## config.mk

```make
export PLATFORM = sky130hd
export DESIGN_NAME = turbo_rd_len
export DESIGN_NICKNAME = d
export VERILOG_FILES = /design/src/rtl/turbo_pkg.sv /design/src/rtl/pb_len_dec.sv /design/src/rtl/turbo_rd_len.sv
export SDC_FILE = /design/constraint.sdc
export NUM_CORES = 1
export LEC_CHECK = 0
export BUFFER_PORTS_ARGS = -buffer_cell sky130_fd_sc_hd__buf_2
export CAP_MARGIN = 20
export CORE_MARGIN = 2
export CORE_UTILIZATION = 63
export DETAILED_ROUTE_END_ITERATION = 8
export PLACE_DENSITY_LB_ADDON = 0.08
export SYNTH_ARGS = -nofsm -noshare
export SYNTH_HDL_FRONTEND = slang
export SYNTH_HIERARCHICAL = 1
export SYNTH_SLANG_ARGS = --single-unit
```

## constraint.sdc

```tcl
create_clock -name i_clk -period 7.6 [get_ports i_clk]
set_clock_uncertainty 0.2 [all_clocks]
set_input_delay 1.52 -clock i_clk [delete_from_list [all_inputs] [get_ports i_clk]]
set_output_delay 1.52 -clock i_clk [all_outputs]
set_load 0.005 [all_outputs]
```

## src/rtl/turbo_pkg.sv

```systemverilog
// turbo_pkg: shared constants for the turbo interleaver read/write length logic.
//   - PB size codes as carried on pb_size
//   - block lengths L for each physical block size
//   - length/address width
//   - read-side FSM state encoding
package turbo_pkg;

    localparam int LEN_W = 12;

    typedef enum logic [1:0] {
        PB16    = 2'b00,
        PB136   = 2'b01,
        PB520   = 2'b10,
        PB_RSVD = 2'b11
    } pb_size_e;

    localparam logic [LEN_W-1:0] L_PB16  = 12'd64;
    localparam logic [LEN_W-1:0] L_PB136 = 12'd544;
    localparam logic [LEN_W-1:0] L_PB520 = 12'd2080;

    typedef enum logic [1:0] {
        ST_IDLE = 2'b00,
        ST_LOAD = 2'b01,
        ST_READ = 2'b10,
        ST_DONE = 2'b11
    } state_e;

endpackage

```

## src/rtl/pb_len_dec.sv

```systemverilog
// pb_len_dec: combinational PB size -> block length decode.
//   i_size : 2-bit PB size code
//   o_len  : symbols in the block (0 for the reserved code)
//   o_vld  : 1 when i_size is a legal size
module pb_len_dec
    import turbo_pkg::*;
(
    input  logic [1:0]       i_size,
    output logic [LEN_W-1:0] o_len,
    output logic             o_vld
);

    always_comb begin
        o_len = '0;
        o_vld = 1'b0;
        case (pb_size_e'(i_size))
            PB16:    begin o_len = L_PB16;  o_vld = 1'b1; end
            PB136:   begin o_len = L_PB136; o_vld = 1'b1; end
            PB520:   begin o_len = L_PB520; o_vld = 1'b1; end
            default: begin o_len = '0;      o_vld = 1'b0; end
        endcase
    end

endmodule

```

## src/rtl/turbo_rd_len.sv

```systemverilog
// turbo_rd_len: read-side length/address controller for the ping-pong
// turbo interleaver RAM. Drains one bank per block, then swaps banks.
//   i_clk, i_n_rst : clock, async active-low reset
//   i_start        : writer pulse, a bank is full
//   i_pb_size      : PB size code, sampled with i_start
//   i_rd_rdy       : downstream can take a symbol next cycle
//   o_rd_en        : RAM read strobe
//   o_rd_addr      : symbol index within the bank
//   o_rd_bank      : bank being read
//   o_pb_len       : length of the block in progress
//   o_dout_vld     : o_rd_en delayed one cycle (aligned with RAM data)
//   o_last         : with the read of the final symbol
//   o_done         : one cycle after the final read
//   o_busy         : controller not idle
//   o_err          : reserved size or queue overflow, one cycle after i_start
module turbo_rd_len
    import turbo_pkg::*;
(
    input  logic             i_clk,
    input  logic             i_n_rst,
    input  logic             i_start,
    input  logic [1:0]       i_pb_size,
    input  logic             i_rd_rdy,
    output logic             o_rd_en,
    output logic [LEN_W-1:0] o_rd_addr,
    output logic             o_rd_bank,
    output logic [LEN_W-1:0] o_pb_len,
    output logic             o_dout_vld,
    output logic             o_last,
    output logic             o_done,
    output logic             o_busy,
    output logic             o_err
);

    state_e           r_state, w_next;
    logic [LEN_W-1:0] r_cnt;
    logic [LEN_W-1:0] r_len;
    logic [LEN_W-1:0] r_cur_len;   // L of the accepted size, waiting for LOAD
    logic [LEN_W-1:0] r_pend_len;  // L of the queued request
    logic             r_pend;
    logic             r_bank;
    logic             r_vld;
    logic             r_err;

    logic [LEN_W-1:0] w_in_len;
    logic             w_in_vld;
    logic             w_start_ok;
    logic             w_rd_en;
    logic             w_last;
    logic             w_err;

    // Sizes are stored in decoded form; LOAD only has to copy into pb_len.
    pb_len_dec u_dec (
        .i_size (i_pb_size),
        .o_len  (w_in_len),
        .o_vld  (w_in_vld)
    );

    assign w_start_ok = i_start & w_in_vld;
    assign w_rd_en    = (r_state == ST_READ) & i_rd_rdy;
    assign w_last     = w_rd_en & (r_cnt == (r_len - 12'd1));

    // Outside IDLE a start goes to the single-entry queue; a second one
    // while the queue is full is dropped and flagged.
    assign w_err = i_start & (~w_in_vld | ((r_state != ST_IDLE) & r_pend));

    always_comb begin
        w_next = r_state;
        case (r_state)
            ST_IDLE: if (w_start_ok) w_next = ST_LOAD;
            ST_LOAD: w_next = ST_READ;
            ST_READ: if (w_last) w_next = ST_DONE;
            ST_DONE: w_next = (r_pend | w_start_ok) ? ST_LOAD : ST_IDLE;
            default: w_next = ST_IDLE;
        endcase
    end

    always_ff @(posedge i_clk or negedge i_n_rst) begin
        if (!i_n_rst) begin
            r_state   <= ST_IDLE;
            r_cnt     <= '0;
            r_len     <= '0;
            r_cur_len <= '0;
            r_bank    <= 1'b0;
            r_vld     <= 1'b0;
            r_err     <= 1'b0;
        end else begin
            r_state <= w_next;
            r_vld   <= w_rd_en;
            r_err   <= w_err;
            case (r_state)
                ST_IDLE: if (w_start_ok) r_cur_len <= w_in_len;
                ST_LOAD: begin
                    r_len <= r_cur_len;
                    r_cnt <= '0;
                end
                ST_READ: if (w_rd_en) r_cnt <= r_cnt + 12'd1;
                ST_DONE: begin
                    r_bank <= ~r_bank;
                    // A queued request wins; an empty queue lets a start
                    // arriving right now go straight to LOAD.
                    if (r_pend)          r_cur_len <= r_pend_len;
                    else if (w_start_ok) r_cur_len <= w_in_len;
                end
                default: ;
            endcase
        end
    end

    always_ff @(posedge i_clk or negedge i_n_rst) begin
        if (!i_n_rst) begin
            r_pend     <= 1'b0;
            r_pend_len <= '0;
        end else if ((r_state == ST_DONE) && r_pend) begin
            r_pend <= 1'b0;
        end else if (((r_state == ST_LOAD) || (r_state == ST_READ)) &&
                     w_start_ok && !r_pend) begin
            r_pend     <= 1'b1;
            r_pend_len <= w_in_len;
        end
    end

    assign o_rd_en    = w_rd_en;
    assign o_rd_addr  = r_cnt;
    assign o_rd_bank  = r_bank;
    assign o_pb_len   = r_len;
    assign o_dout_vld = r_vld;
    assign o_last     = w_last;
    assign o_done     = (r_state == ST_DONE);
    assign o_busy     = (r_state != ST_IDLE);
    assign o_err      = r_err;

endmodule
```

== After elaboration in Yosys (flattened, before gate mapping) ==
Index checks and enable logic that the tools add are counted.

* Memory bits (writable): 0
* Latch bits: 0
* ROM bits: 0
* Output and inout bits: 31
* Logic and storage cells: 58
* Register bits after elaboration: 54
* Input port bits: 6
* Memories: 0

* Divide/modulo/power cells: 0
* Bitwise operators: 10
* $mul: 0
* Mux-type cells: 13
* $add $sub $neg: 2
* Shifts and indexed selects: 0
* Reduce and logical (&&, ||, !) cells: 15
* Eq/ne operators: 9
* $lt $le $gt $ge: 0

{| class="wikitable"
|+ Operator list
! operator !! count
|-
| one-hot mux 12 bit (2 select lines) || 2
|-
| two-way mux 12 bit || 3
|-
| one-hot mux 12 bit (3 select lines) || 1
|-
| adder 12 x 1 -> 12 bit (second input constant) || 1
|-
| equality test 12 bit || 1
|-
| subtractor 12 x 1 -> 12 bit (second input constant) || 1
|-
| one-hot mux 2 bit (4 select lines) || 1
|-
| nonzero test 2 bit || 4
|-
| equality test 2 bit (second input constant) || 3
|-
| inequality test 2 bit (second input constant) || 3
|-
| AND reduction 2 bit || 3
|-
| bitwise AND 1 bit || 5
|-
| equality test 2 x 1 -> 1 bit (second input constant) || 2
|-
| logical NOT 2 bit || 2
|-
| two-way mux 1 bit || 4
|-
| two-way mux 2 bit || 2
|-
| logical AND 1 bit || 3
|-
| NOT 1 bit || 3
|-
| OR reduction 3 bit || 1
|-
| bitwise OR 1 bit || 2
|-
| logical NOT 1 bit || 1
|-
| logical OR 1 bit || 1
|}

== Logic depth before layout (Yosys ltp) ==
* Depth in word-level cells: 8
* Mapped depth: 8
* Depth with buffers taken out: 8

== Hierarchy ==
The synthesis kept the hierarchy.

{| class="wikitable"
|+ Modules (own cells, without submodules)
! module !! area an instance (µm²) !! cells each !! times used !! seq. area each (µm²)
|-
| turbo_rd_len || 2841.5 || 277 || 1 || 1351.3
|-
| pb_len_dec || 125.1 || 16 || 1 || 0.0
|}

== Least setup slack after synthesis ==
Ideal clock, no wire load.

* Path kind: in2out
* From: input i_rd_rdy
* To: output o_last
* Slack: 3.483 ns
* Required time: 5.880 ns
* Data arrival time: 2.397 ns
* Stages on the path: 6
* Buffers on the path: 0
* Path through: nand2_1 -> clkinv_1 -> nand4_1 -> nor3_1 -> nand2_1 -> nor4b_1

* Cells in the longest elaborated chain, start to end: 2

{| class="wikitable"
|+ Ends and longest elaborated chain
! item !! RTL line !! source
|-
| from (decl) || turbo_rd_len.sv:23 || <nowiki>input logic i_rd_rdy,</nowiki>
|-
| bitwise AND 1 bit || turbo_rd_len.sv:60 || <nowiki>assign w_rd_en = (r_state == ST_READ) & i_rd_rdy;</nowiki>
|-
| net o_rd_en || turbo_rd_len.sv:24 || <nowiki>output logic o_rd_en,</nowiki>
|-
| bitwise AND 1 bit || turbo_rd_len.sv:61 || <nowiki>assign w_last = w_rd_en & (r_cnt == (r_len - 12'd1));</nowiki>
|-
| to (decl) || turbo_rd_len.sv:29 || <nowiki>output logic o_last,</nowiki>
|}

The timed path passes the listed nets, and every way through them passes these cells.

== Worst setup path in the final report ==
* From: input i_rd_rdy
* To: output o_last

* Cells in the longest elaborated chain, start to end: 2

{| class="wikitable"
|+ Ends and longest elaborated chain
! item !! RTL line
|-
| bitwise AND 1 bit || turbo_rd_len.sv:60
|-
| bitwise AND 1 bit || turbo_rd_len.sv:61
|}

Every way passes these cells.

==> impl_results.md <==
* Layout Area Growth over Synthesis at 8.22%
* IO Count at 37
* Crit path max fanout at 10
* Routed Antenna Nets at 0
* Latest clock arrival within the worst-skew pair at 0.31 ns
* Sink Count at 54
* Starting Density at 66.8%
* 1st-pass router iterations at 4
* DIE AREA at 5270 um2
* Sequential Power Share at 57.9%
* Crit-path max cell delay at 0.32 ns
* Resized Gates After CTS at 0
* Worst path arrival time at 2.86 ns
* YS warnings at 6
* Mean post-synth cell area at 10.1 um2
* Initial drt markers at 144
* Crit path cell chain: buf_2, nand2_1, clkinv_1, nand4_1, nor3_1, nand2_1, nor4b_1, buf_2
* Maxcap violations at 0
* CP Capture Type: output pin
* Reg2reg start: o_pb_len[0]
* Clk pwr share at 26.6%
* Vias per cell at 5.92
* Nets at 341
* Static leakage at 1.61 nW
* Max frequency at 218 MHz
* RSZ-0062 raised after global routing: false
* Setup TNS at 0 ns
* Critical path startpoint: i_rd_rdy
* Peak supply drop at 0.133 mV
* Switching portion of total power at 28.4%
* Ys async rst share at 100%
* Post-synthesis cell type count at 52
* Hold WC Path Type: reg2reg
* Cell family with most CP delay: simple AND/OR/NAND/NOR gates
* Largest net degree at the start of global routing at 55
* Layout Cells excl Fill at 377
* Average routed wire per standard cell at 15.4 um
* Synth area leader: dfrtp_1
* Fin. Hold Viols at 0
* Synth Instances at 293
* Post-CTS Hold Buffers at 0
* Core Region at 4440 um2
* Worst Setup Start Kind: input pin
* DRC violations left at 0
* Actual slew at the worst max-slew pin at 0.791 ns
* CTS tree: done
* H-tree Lvls at 2
* Comb pwr share at 15.5%
* Vias at 2231
* Synth top area cells: dfrtp_1, mux2_2, o21ai_0
* Antenna violations before repair at 0
* Dpl ws at 3.13 ns
* Die Ht at 72.6 um
* Critical path class: in2out
* DP HPWL at 4260 um
* Clock buffer depth at 2
* Post-CTS setup buffers at 0
* Final WS setup at 3.02 ns
* Pint at 0.000407 W
* Hold path startpoint: o_rd_bank
* Slew headroom at 47.1%
* Filler cell count at 341
* Slowest CP cell: nor4b_1
* Top FF cell, synth: dfrtp_1
* Minimum clock period at 4.58 ns
* Part of the cycle the worst path needs at 60.2%
* Post-synthesis sequential area ratio at 45.6%
* Outcome: finished clean
* Placed Cells at 370
* Number of synthesized flops with an enable pin at 0
* WP data required at 5.88 ns
* GRT Resource Usage Total at 23.8%
* Std-Cell Rows at 24
* Die span in x at 72.6 um
* #FFs+latches synth at 54
* Area share of the largest cell type after synthesis at 45.6%
* # diodes at 0
* Cell Area, Synth at 2970 um2
* Fin. max-slew vios at 0
* Placer's final routability congestion estimate at 0.887
* Clock root cell: clkbuf_8
* Pwr dens at 177 nW/um2
* Switching power at 0.000161 W
* Final setup fails at 0
* Vias in the first global route at 2049
* IO buf count at 36
* Proportion of layout cells with a drive suffix above 1 at 22.8%
* Clock slew at reported path FFs at 0.09 ns
* Total congestion overflow at 0
* Drt total wl at 5800 um
* Total CTS buffers at 5
* Buffers & Inverters on Critical Path at 3
* First-pass GRT wire length at 9730 um
flip-flops by register name (all words and copies together) (netlist names):
signal,count
r_pend_len,12
o_pb_len,12
r_state,2
o_rd_addr,12
o_err,1
o_rd_bank,1
o_dout_vld,1
r_cur_len,12
r_pend,1
cell families after synthesis:
group	after synthesis	share of synthesized area [%]
simple gates	92	16.3
compound gates	64	14.6
flops	54	45.6
buf+inv	32	5.48
mux	24	8.98
xor+xnor	16	4.72
fa+ha+maj	10	4.22
other cells	1	0.126
per-layer routing:
metal	global-route usage, %	part of all wire [%]
met1	33.7	46
met2	37.1	48
met3	5.39	5.5
met4	6.58	0.88
met5	0	0
placed cells by master, fill, tap and decap left out, drive strengths merged, types with 3 or more instances in the layout:
cell type,Yosys,routed
a21oi,7,7
a22oi,12,12
a31oi,3,3
and3,4,4
buf,12,37
clkbuf,7,5
clkinv,1,3
conb,1,8
dfrtp,54,54
ha,10,10
inv,12,12
mux2,21,21
mux2i,3,3
nand2,32,32
nand3,11,11
nand4,9,9
nor2,14,14
nor3,4,4
nor4,3,3
o21ai,27,27
xnor2,5,5
xor2,11,11
worst paths after layout:
kind | to | slack, ns | depth (start not counted)
max | o_last | 3.02 | 8
min | o_rd_bank | 0.28 | 1
max reg2reg | r_state[1] | 4.90 | 8
min reg2reg | o_rd_bank | 0.28 | 1
max in group asynchronous | o_pb_len[1] | 5.63 | 2
min in group asynchronous | o_rd_addr[11] | 1.11 | 2
cells in the mapped netlist (all sizes together) (3+ instances only):
cell,instances
inv,12
and3,4
xor2,11
nand4,9
a31oi,3
xnor2,5
nor4,3
nor3,4
ha,10
a22oi,12
clkbuf,7
dfrtp,54
nand3,11
mux2i,3
nor2,14
mux2,21
o21ai,27
a21oi,7
buf,12
nand2,32
stage by stage:
stage                     util (%)  power (W)  hold slack, ns  cell area (um2)
final                         72.2   0.000568           0.281             3210
after global routing          72.2   0.000596           0.306             3210
after CTS                     72.2   0.000572           0.285             3210
after detailed placement      70.5   0.000422           0.262             3130
after global placement        70.5   0.000420           0.246             3130
after floorplan                  -   0.000388           0.244             2990
final cells by class:
| class | count | area [um2] | area share (%) |
|---|---|---|---|
| clock buffer | 5 | 68.8 | 2.14 |
| clock inverter | 2 | 10.0 | 0.312 |
| inverter | 13 | 48.8 | 1.52 |
| multi-input combinational | 214 | 1480 | 46.1 |
| sequential | 54 | 1350 | 42.1 |
| tap | 52 | 65.1 | 2.03 |
| timing repair buffer | 37 | 188 | 5.85 |
power groups by stage:
stage / Sequential [W] / Combinational [W] / Clock, W
floorplan: 0.000329 / 0.0000584 / 0
CTS: 0.000329 / 0.0000882 / 0.000155
detailed placement: 0.000335 / 0.0000876 / 0
global route: 0.000332 / 0.0000985 / 0.000165
finish: 0.000329 / 0.0000878 / 0.000151
global placement: 0.000334 / 0.0000857 / 0
worst reg2reg max path, stage by stage (launching register included):
cell and delay, ns:
dfrtp_1 0.45, inv_1 0.10, ha_1 0.28, or4b_4 0.54, o41ai_4 0.29, a21oi_1 0.11, a211o_1 0.29, and3_1 0.17
o311ai_2 0.20
Note: power is estimated with default switching activity, not from simulation.
